<file path="config.mk">
export PLATFORM = sky130hd
export DESIGN_NAME = fetch_ctrl_flat
export DESIGN_NICKNAME = d
export VERILOG_FILES = /design/src/rtl/fetch_ctrl_if.sv /design/src/rtl/fetch_ctrl.sv /design/src/flat_wrapper.sv
export SDC_FILE = /design/constraint.sdc
export NUM_CORES = 1
export LEC_CHECK = 0
export BUFFER_PORTS_ARGS = -buffer_cell sky130_fd_sc_hd__buf_2
export CORE_MARGIN = 2
export CORE_UTILIZATION = 40
export CTS_CLUSTER_SIZE = 12
export DETAILED_ROUTE_END_ITERATION = 6
export PLACE_DENSITY_LB_ADDON = 0.2
export SYNTH_ARGS = -nofsm -noshare
export SYNTH_HDL_FRONTEND = slang
export SYNTH_SLANG_ARGS = --single-unit
</file>
<file path="constraint.sdc">
create_clock -name clk -period 11.3 [get_ports clk]
set_clock_uncertainty 0.05 [all_clocks]
set_input_delay 2.26 -clock clk [delete_from_list [all_inputs] [get_ports clk]]
set_output_delay 2.26 -clock clk [all_outputs]
set_load 0.01 [all_outputs]
</file>
<file path="src/rtl/fetch_ctrl_if.sv">
// Fetch sequencer bus: instruction-memory port, redirect request, decode handshake and fault status.
// The fetch side uses the master modport and the environment uses the slave modport.
interface fetch_ctrl_if;
   logic [63:0] imem_addr;
   logic [31:0] imem_instr;
   logic        redirect_valid;
   logic [63:0] redirect_pc;
   logic        out_valid;
   logic        out_ready;
   logic [31:0] out_instr;
   logic [63:0] out_pc;
   logic        fault;
   logic [63:0] fault_pc;

   modport master (
      output imem_addr,
      input  imem_instr,
      input  redirect_valid,
      input  redirect_pc,
      output out_valid,
      input  out_ready,
      output out_instr,
      output out_pc,
      output fault,
      output fault_pc
   );

   modport slave (
      input  imem_addr,
      output imem_instr,
      output redirect_valid,
      output redirect_pc,
      input  out_valid,
      output out_ready,
      input  out_instr,
      input  out_pc,
      input  fault,
      input  fault_pc
   );
endinterface

</file>
<file path="src/rtl/fetch_ctrl.sv">
// Instruction-fetch sequencer: owns the fetch PC, buffers {pc, instr} pairs in a small
// prefetch FIFO for decode, flushes on redirect and halts on misaligned or out-of-range fetches.
module fetch_ctrl #(
   parameter logic [63:0] RESET_PC  = 64'h0,
   parameter int          DEPTH     = 2,
   parameter int          MEM_WORDS = 256
) (
   input  logic         clk,
   input  logic         rst,
   fetch_ctrl_if.master bus
);
   localparam int          PTR_W     = $clog2(DEPTH);
   localparam logic [63:0] MEM_BYTES = 64'(MEM_WORDS) * 64'd4;

   typedef enum logic {ST_RUN = 1'b0, ST_FAULT = 1'b1} state_t;

   state_t            state_q, state_d;
   logic [63:0]       fetch_pc_q, fetch_pc_d;
   logic [63:0]       fault_pc_q, fault_pc_d;
   logic [PTR_W-1:0]  rd_ptr_q, rd_ptr_d;
   logic [PTR_W-1:0]  wr_ptr_q, wr_ptr_d;
   logic [PTR_W:0]    count_q, count_d;
   logic [63:0]       pc_mem_q    [DEPTH];
   logic [31:0]       instr_mem_q [DEPTH];

   logic head_valid;
   logic fifo_full;
   logic pop;
   logic push;
   logic redirect_mis;
   logic redirect_oor;
   logic redirect_to_fault;
   logic fetch_oor;

   always_comb begin
      head_valid   = (count_q != '0);
      fifo_full    = (count_q == (PTR_W+1)'(DEPTH));
      pop          = head_valid & bus.out_ready;
      redirect_mis = (bus.redirect_pc[1:0] != 2'b00);
      redirect_oor = (bus.redirect_pc >= MEM_BYTES);
      // An aligned out-of-range target only faults immediately if already halted;
      // from RUN it is caught one cycle later by the normal range check.
      redirect_to_fault = redirect_mis | ((state_q == ST_FAULT) & redirect_oor);
      fetch_oor    = (fetch_pc_q >= MEM_BYTES);
      push         = (state_q == ST_RUN) & ~bus.redirect_valid & ~fetch_oor
                     & (~fifo_full | pop);
   end

   // State register
   always_ff @(posedge clk) begin
      if (rst) begin
         state_q <= ST_RUN;
      end else begin
         state_q <= state_d;
      end
   end

   // Next-state logic
   always_comb begin
      state_d = state_q;
      if (bus.redirect_valid) begin
         state_d = redirect_to_fault ? ST_FAULT : ST_RUN;
      end else if ((state_q == ST_RUN) && fetch_oor) begin
         state_d = ST_FAULT;
      end
   end

   // Output logic
   always_comb begin
      bus.imem_addr = fetch_pc_q;
      bus.out_valid = head_valid;
      bus.out_instr = head_valid ? instr_mem_q[rd_ptr_q] : 32'h0;
      bus.out_pc    = head_valid ? pc_mem_q[rd_ptr_q] : 64'h0;
      bus.fault     = (state_q == ST_FAULT);
      bus.fault_pc  = fault_pc_q;
   end

   always_comb begin
      fetch_pc_d = fetch_pc_q;
      fault_pc_d = fault_pc_q;
      rd_ptr_d   = rd_ptr_q;
      wr_ptr_d   = wr_ptr_q;
      count_d    = count_q;
      if (bus.redirect_valid) begin
         fetch_pc_d = bus.redirect_pc;
         rd_ptr_d   = '0;
         wr_ptr_d   = '0;
         count_d    = '0;
         if (redirect_to_fault) begin
            fault_pc_d = bus.redirect_pc;
         end
      end else begin
         if ((state_q == ST_RUN) && fetch_oor) begin
            fault_pc_d = fetch_pc_q;
         end
         if (push) begin
            fetch_pc_d = fetch_pc_q + 64'd4;
            wr_ptr_d   = wr_ptr_q + PTR_W'(1);
         end
         if (pop) begin
            rd_ptr_d = rd_ptr_q + PTR_W'(1);
         end
         count_d = count_q + (PTR_W+1)'(push) - (PTR_W+1)'(pop);
      end
   end

   always_ff @(posedge clk) begin
      if (rst) begin
         fetch_pc_q <= RESET_PC;
         fault_pc_q <= 64'h0;
         rd_ptr_q   <= '0;
         wr_ptr_q   <= '0;
         count_q    <= '0;
      end else begin
         fetch_pc_q <= fetch_pc_d;
         fault_pc_q <= fault_pc_d;
         rd_ptr_q   <= rd_ptr_d;
         wr_ptr_q   <= wr_ptr_d;
         count_q    <= count_d;
      end
   end

   // Entry storage needs no reset: occupancy is tracked solely by count_q.
   always_ff @(posedge clk) begin
      if (push) begin
         pc_mem_q[wr_ptr_q]    <= fetch_pc_q;
         instr_mem_q[wr_ptr_q] <= bus.imem_instr;
      end
   end
endmodule
</file>
<file path="src/flat_wrapper.sv">
// flat-port wrapper written by rule: the top's interface ports become plain ports
module fetch_ctrl_flat 
#(
   parameter logic [63:0] RESET_PC  = 64'h0,
   parameter int          DEPTH     = 2,
   parameter int          MEM_WORDS = 256
)
  (clk, rst, bus_imem_addr, bus_imem_instr, bus_redirect_valid, bus_redirect_pc, bus_out_valid, bus_out_ready, bus_out_instr, bus_out_pc, bus_fault, bus_fault_pc);
  fetch_ctrl_if bus_i ();
  input  logic clk;
  input  logic rst;
  output wire logic [$bits(bus_i.imem_addr)-1:0] bus_imem_addr;
  input wire logic [$bits(bus_i.imem_instr)-1:0] bus_imem_instr;
  input wire logic [$bits(bus_i.redirect_valid)-1:0] bus_redirect_valid;
  input wire logic [$bits(bus_i.redirect_pc)-1:0] bus_redirect_pc;
  output wire logic [$bits(bus_i.out_valid)-1:0] bus_out_valid;
  input wire logic [$bits(bus_i.out_ready)-1:0] bus_out_ready;
  output wire logic [$bits(bus_i.out_instr)-1:0] bus_out_instr;
  output wire logic [$bits(bus_i.out_pc)-1:0] bus_out_pc;
  output wire logic [$bits(bus_i.fault)-1:0] bus_fault;
  output wire logic [$bits(bus_i.fault_pc)-1:0] bus_fault_pc;
  assign bus_imem_addr = bus_i.imem_addr;
  assign bus_i.imem_instr = bus_imem_instr;
  assign bus_i.redirect_valid = bus_redirect_valid;
  assign bus_i.redirect_pc = bus_redirect_pc;
  assign bus_out_valid = bus_i.out_valid;
  assign bus_i.out_ready = bus_out_ready;
  assign bus_out_instr = bus_i.out_instr;
  assign bus_out_pc = bus_i.out_pc;
  assign bus_fault = bus_i.fault;
  assign bus_fault_pc = bus_i.fault_pc;
  fetch_ctrl #(.RESET_PC(RESET_PC), .DEPTH(DEPTH), .MEM_WORDS(MEM_WORDS)) u_core (.clk(clk), .rst(rst), .bus(bus_i));
endmodule
</file>
* Word level (Yosys, flattened, before mapping) *
Memories as Yosys holds them, arrays and structs flattened. A register that Yosys moved wholly into a read port is not among the register bits.
Index checks and enable logic that the tools add are counted.
Widths: inputs -> output; s select.

word-level totals
  bits in registers = 133
  RAM bits = 192
  input bits = 100
  output and inout bits = 226
  logic and storage cells = 51
  memories = 2

memory list
  name                depth  width  read ports  clocked after memory_dff  wr ports  RTL line          source
  u_core.pc_mem_q     2      64     1           1                         1         fetch_ctrl.sv:23  logic [63:0] pc_mem_q [DEPTH];
  u_core.instr_mem_q  2      32     1           1                         1         fetch_ctrl.sv:24  logic [31:0] instr_mem_q [DEPTH];

cells by class
  add/subtract/negate cells = 5
  order comparisons = 2
  equality and inequality tests = 2
  mux-type cells = 16
  bitwise operators = 11
  reductions and logical operators = 7

operators by type and width
  operator               count
  $mux 64                6
  $ge 64x11->1 const B   2
  $add 64x3->64 const B  1
  $mux 32                1
  $mux 1                 9
  $reduce_bool 2->1      4
  $and 1x1->1            5
  $not 1->1              4
  $add 1x1->1 const B    2
  $add 2x1->2            1
  $eq 2x2->1 const B     1
  $ne 2x1->1 const B     1
  $or 1x1->1             2
  $reduce_and 2->1       1
  $reduce_or 2->1        1
  $sub 2x1->2            1
  $logic_and 1x1->1      1

* Longest topological paths before layout *
  word-level depth = 6
  mapped depth = 9
  gate-level depth less buffers = 9

* Worst setup path after synthesis *
No wires, ideal clock.

  path kind = input-to-reg
  start point = input bus_redirect_valid
  end point = memory u_core.instr_mem_q[1][0], enable pin
  setup time = 688 ps
  arrival time = 9705 ps
  data required time = 10562 ps
  path slack = 857 ps
  stages on the path = 3
  path buffers = 2
  cell sequence = buf_1 clkbuf_1 nor3b_1

between the ends
  longest elaborated chain between the ends = 6

RTL lines
  item                          RTL line            source
  start, declared               flat_wrapper.sv:14  input wire logic [$bits(bus_i.redirect_valid)-1:0] bus_redirect_valid;
  $not 1->1                     fetch_ctrl.sv:45    push = (state_q == ST_RUN) & ~bus.redirect_valid & ~fetch_oor
  $and 1x1->1 (2 in a row)      fetch_ctrl.sv:45
  $and 1x1->1                   fetch_ctrl.sv:46    & (~fifo_full | pop);
  $mux 1                        fetch_ctrl.sv:125   if (push) begin
  $mux 1 (not written as such)  fetch_ctrl.sv:127   instr_mem_q[wr_ptr_q] <= bus.imem_instr;
  end, declared                 fetch_ctrl.sv:24

Every way passes these cells.

==> flow_summary.yaml <==
outcome:
  status: "finished clean"
sta:
  setup_tns_ns: 0
  fin_crit_sh: 0.468
  slew_headroom: 0.187
  finalSetupViolations: 0
  timing.fmax_ghz: 0.189
  rsz0062_at_grt: "false"
  worst_slew_pin_slew_ns: 1.22
  holdWs_ns: 0.436
  finalHoldViolations: 0
  finalWorstSetupSlack_ns: 6.02
  drv_slew: 0
  min_period_ns: 5.28
clocking:
  cts_tree: "done"
  post_cts.repair.setup_buffers: 0
  ctsResizeCount: 0
  htreeDepth: 2
  numCtsBuffers: 36
  clkTransAtPathRegs_ns: 0.06
  clock_sinks: 326
  cts_hold_buffers: 0
  insertion_delay_ns: 0.51
  ctsLongestPathBuffers: 3
  root_buffer: "clkbuf_16"
synth:
  syn_area_um2: 13200
  synthSimpleGateAreaFrac: 0.104
  synth_top_cell_by_area: "edfxtp_1"
  synth_top_area_share: 0.435
  synth_top_family_by_area: "compound AO/OA/AOI/OAI gates"
  ys_warn_count: 0
  synth_compound_area_frac: 0.145
  syn_inst: 1115
  synthTopCellsByArea: "edfxtp_1, dfxtp_1, mux2i_1, a2bb2oi_1, a31o_2"
  synth_adder_area_share: 0.00378
  synth_cell_type_count: 48
  syn_nets: 1219
  synth_mux_area_frac: 0.0774
  synth.avg_cell_area_um2: 11.9
  ys_seq_area_frac: 0.638
  yosys_register_bits: 326
  synth_xor_area_frac: 0.00264
grt:
  grt-busiest-layer: "met2"
  grt.total_usage: 0.220
  grt_pass1_wl_mm: 57.9
  use_met1: 0.300
  grt_pass1_vias: 9762
  antenna_found_initial: 2
  met2_usage: 0.347
  grt-ovfl-total: 0
  grt_max_degree: 93
  grt_use_met3: 0.0440
layout:
  area_growth_pct: 24.2
  multi_input_area_um2: 4450
  fin_nets: 1512
  drive_gt1_frac: 0.321
  final_util: 0.506
  fin_area_um2: 16500
  regArea_um2: 8450
  n_fill_cell: 3018
  final_cells: 1878
placed_design:
  dpl.cell_count: 1812
  port_buffers: 325
  dp_slack_ns: 5.79
  placed_cell_area_um2: 15200
  dpl.hpwl_mm: 25.3
  gp_congestion: 0.814
floorplan:
  rows: 66
  coreArea_um2: 32500
  io_pins: 326
  die_area_um2: 34600
  die_y_um: 186
  die_x_um: 186
  start_util: 0.407
critical_path:
  path_delay_family: "flip-flops"
  path_max_fanout: 51
  cp.arrival_ns: 2.97
  cp-start-kind: "flop"
  crit_chain: "buf_4 > mux2i_1 > nor2_1 > buf_2"
  required_ns: 8.99
  crit_type: "reg2out"
  critPathBufInv: 2
  cp-end-kind: "primary output"
  cpPeakStageDelay_ns: 1.01
  crit_slowest_cell: "dfxtp_4"
pwr:
  ir_drop_uv: 136
  total_power_mw: 2.71
  p_per_area_nw_per_um2: 164
  p_leak_nw: 6.47
flow_run:
  maxCapViolCount: 0
worst_hold_path:
  hp-class: "reg2reg"
route:
  wl_per_cell_um: 20.9
  post-route-drc-count: 0
  drtPass1Iterations: 4
  vias: 10200
  wirelength_mm: 39.3
  drtIter0Drc: 642
  final_antenna_net_count: 0
  via_per_inst: 5.42
[per-layer routing]
layer	vias to the layer above	part of all wire	routed length, um
met4	2	0.032	1250
met3	68	0.070	2770
met2	416	0.46	18200
li1	4734	-	-
met1	4953	0.43	17100
met5	-	0.00033	13
[placed cells by master, fill, tap and decap left out, types with 7 or more instances in the layout]
cell       synthesis  routed
clkbuf_16          0      40
nor2_1           113     111
o311ai_0          10      10
o211ai_1           9       9
buf_4              0      16
edfxtp_1         192     192
mux2i_1           99      99
o31ai_1           10      10
nand2_1          118     117
dfxtp_1          134     133
inv_1             15      14
o21ai_0           61      61
nor2b_1           12      12
a31o_2            52      52
a2bb2oi_1         52      52
a21oi_1           64      64
nand4_1            7       7
buf_2              8     323
nor4_1            29      28
clkbuf_1          53      13
[kinds of logic (layout without fill, tap and decap cells)]
| group | Yosys count | in the layout |
|---|---|---|
| other | 0 | 1 |
| multiplexers | 102 | 102 |
| adder cells (fa/ha/maj) | 4 | 4 |
| AND/OR/NAND/NOR | 306 | 306 |
| buffers and inverters | 99 | 419 |
| AO/OA/AOI/OAI | 274 | 274 |
| flip-flops | 326 | 326 |
| XOR/XNOR | 4 | 4 |
[cell type report]
| cell class | instances | area share |
|---|---|---|
| flip-flops and latches | 326 | 0.514 |
| multi-input cells | 690 | 0.270 |
| repair buffers | 339 | 0.106 |
| clock buffers | 57 | 0.0672 |
| well taps | 442 | 0.0336 |
| clock inverters | 8 | 0.00616 |
| inverters | 15 | 0.00342 |
| diodes | 1 | 0.000152 |
[sequential cells by signal (all words and copies together), names as in the netlist, named ones only]
name	cells
u_core.bus.fault	1
u_core.bus.fault_pc	64
u_core.bus.imem_addr	64
u_core.count_q	2
u_core.instr_mem_q	64
u_core.pc_mem_q	128
u_core.rd_ptr_q	1
u_core.wr_ptr_q	1
[synth_stat cells (all sizes together)]
| library cell | instances |
|---|---|
| a211o | 1 |
| a211oi | 5 |
| a21oi | 64 |
| a2bb2oi | 52 |
| a31o | 52 |
| a31oi | 1 |
| and2 | 3 |
| and3 | 3 |
| buf | 31 |
| clkbuf | 53 |
| dfxtp | 134 |
| edfxtp | 192 |
| ha | 4 |
| inv | 15 |
| mux2 | 3 |
| mux2i | 99 |
| nand2 | 118 |
| nand3 | 5 |
| nand4 | 8 |
| nor2 | 113 |
| nor2b | 12 |
| nor3 | 5 |
| nor3b | 2 |
| nor4 | 32 |
| o211ai | 9 |
| o21a | 1 |
| o21ai | 61 |
| o22a | 1 |
| o311a | 1 |
| o311ai | 10 |
| o31a | 4 |
| o31ai | 10 |
| o41ai | 2 |
| or2 | 1 |
| or3 | 1 |
| or4 | 2 |
| or4bb | 1 |
| xnor2 | 3 |
| xor2 | 1 |
[worst paths after layout]
path	start	endpoint	slack [ns]	depth (start not counted)
max reg2reg	u_core.bus.imem_addr[35]	u_core.pc_mem_q[1][53]	6.94	6
min reg2reg	u_core.bus.fault_pc[17]	u_core.bus.fault_pc[17]	0.44	1
max	flop	bus_out_pc[48]	6.02	4
min	u_core.bus.fault_pc[17]	u_core.bus.fault_pc[17]	0.44	1
[power breakdown]
part | internal (mW) | switching [mW]
Sequential | 1.29 | 0.0393
Combinational | 0.0839 | 0.114
Clock | 0.719 | 0.459
Total | 2.09 | 0.612
[worst reg2reg max path, cell delays in order (launching register included)]
cell and delay, ns:
dfxtp_1 0.36, nor4_1 0.55, nand4_2 0.35, nor4_4 0.94, nand2_1 0.51, nor3b_2 0.33, buf_4 0.79
Power figures use the tool's default switching activity.
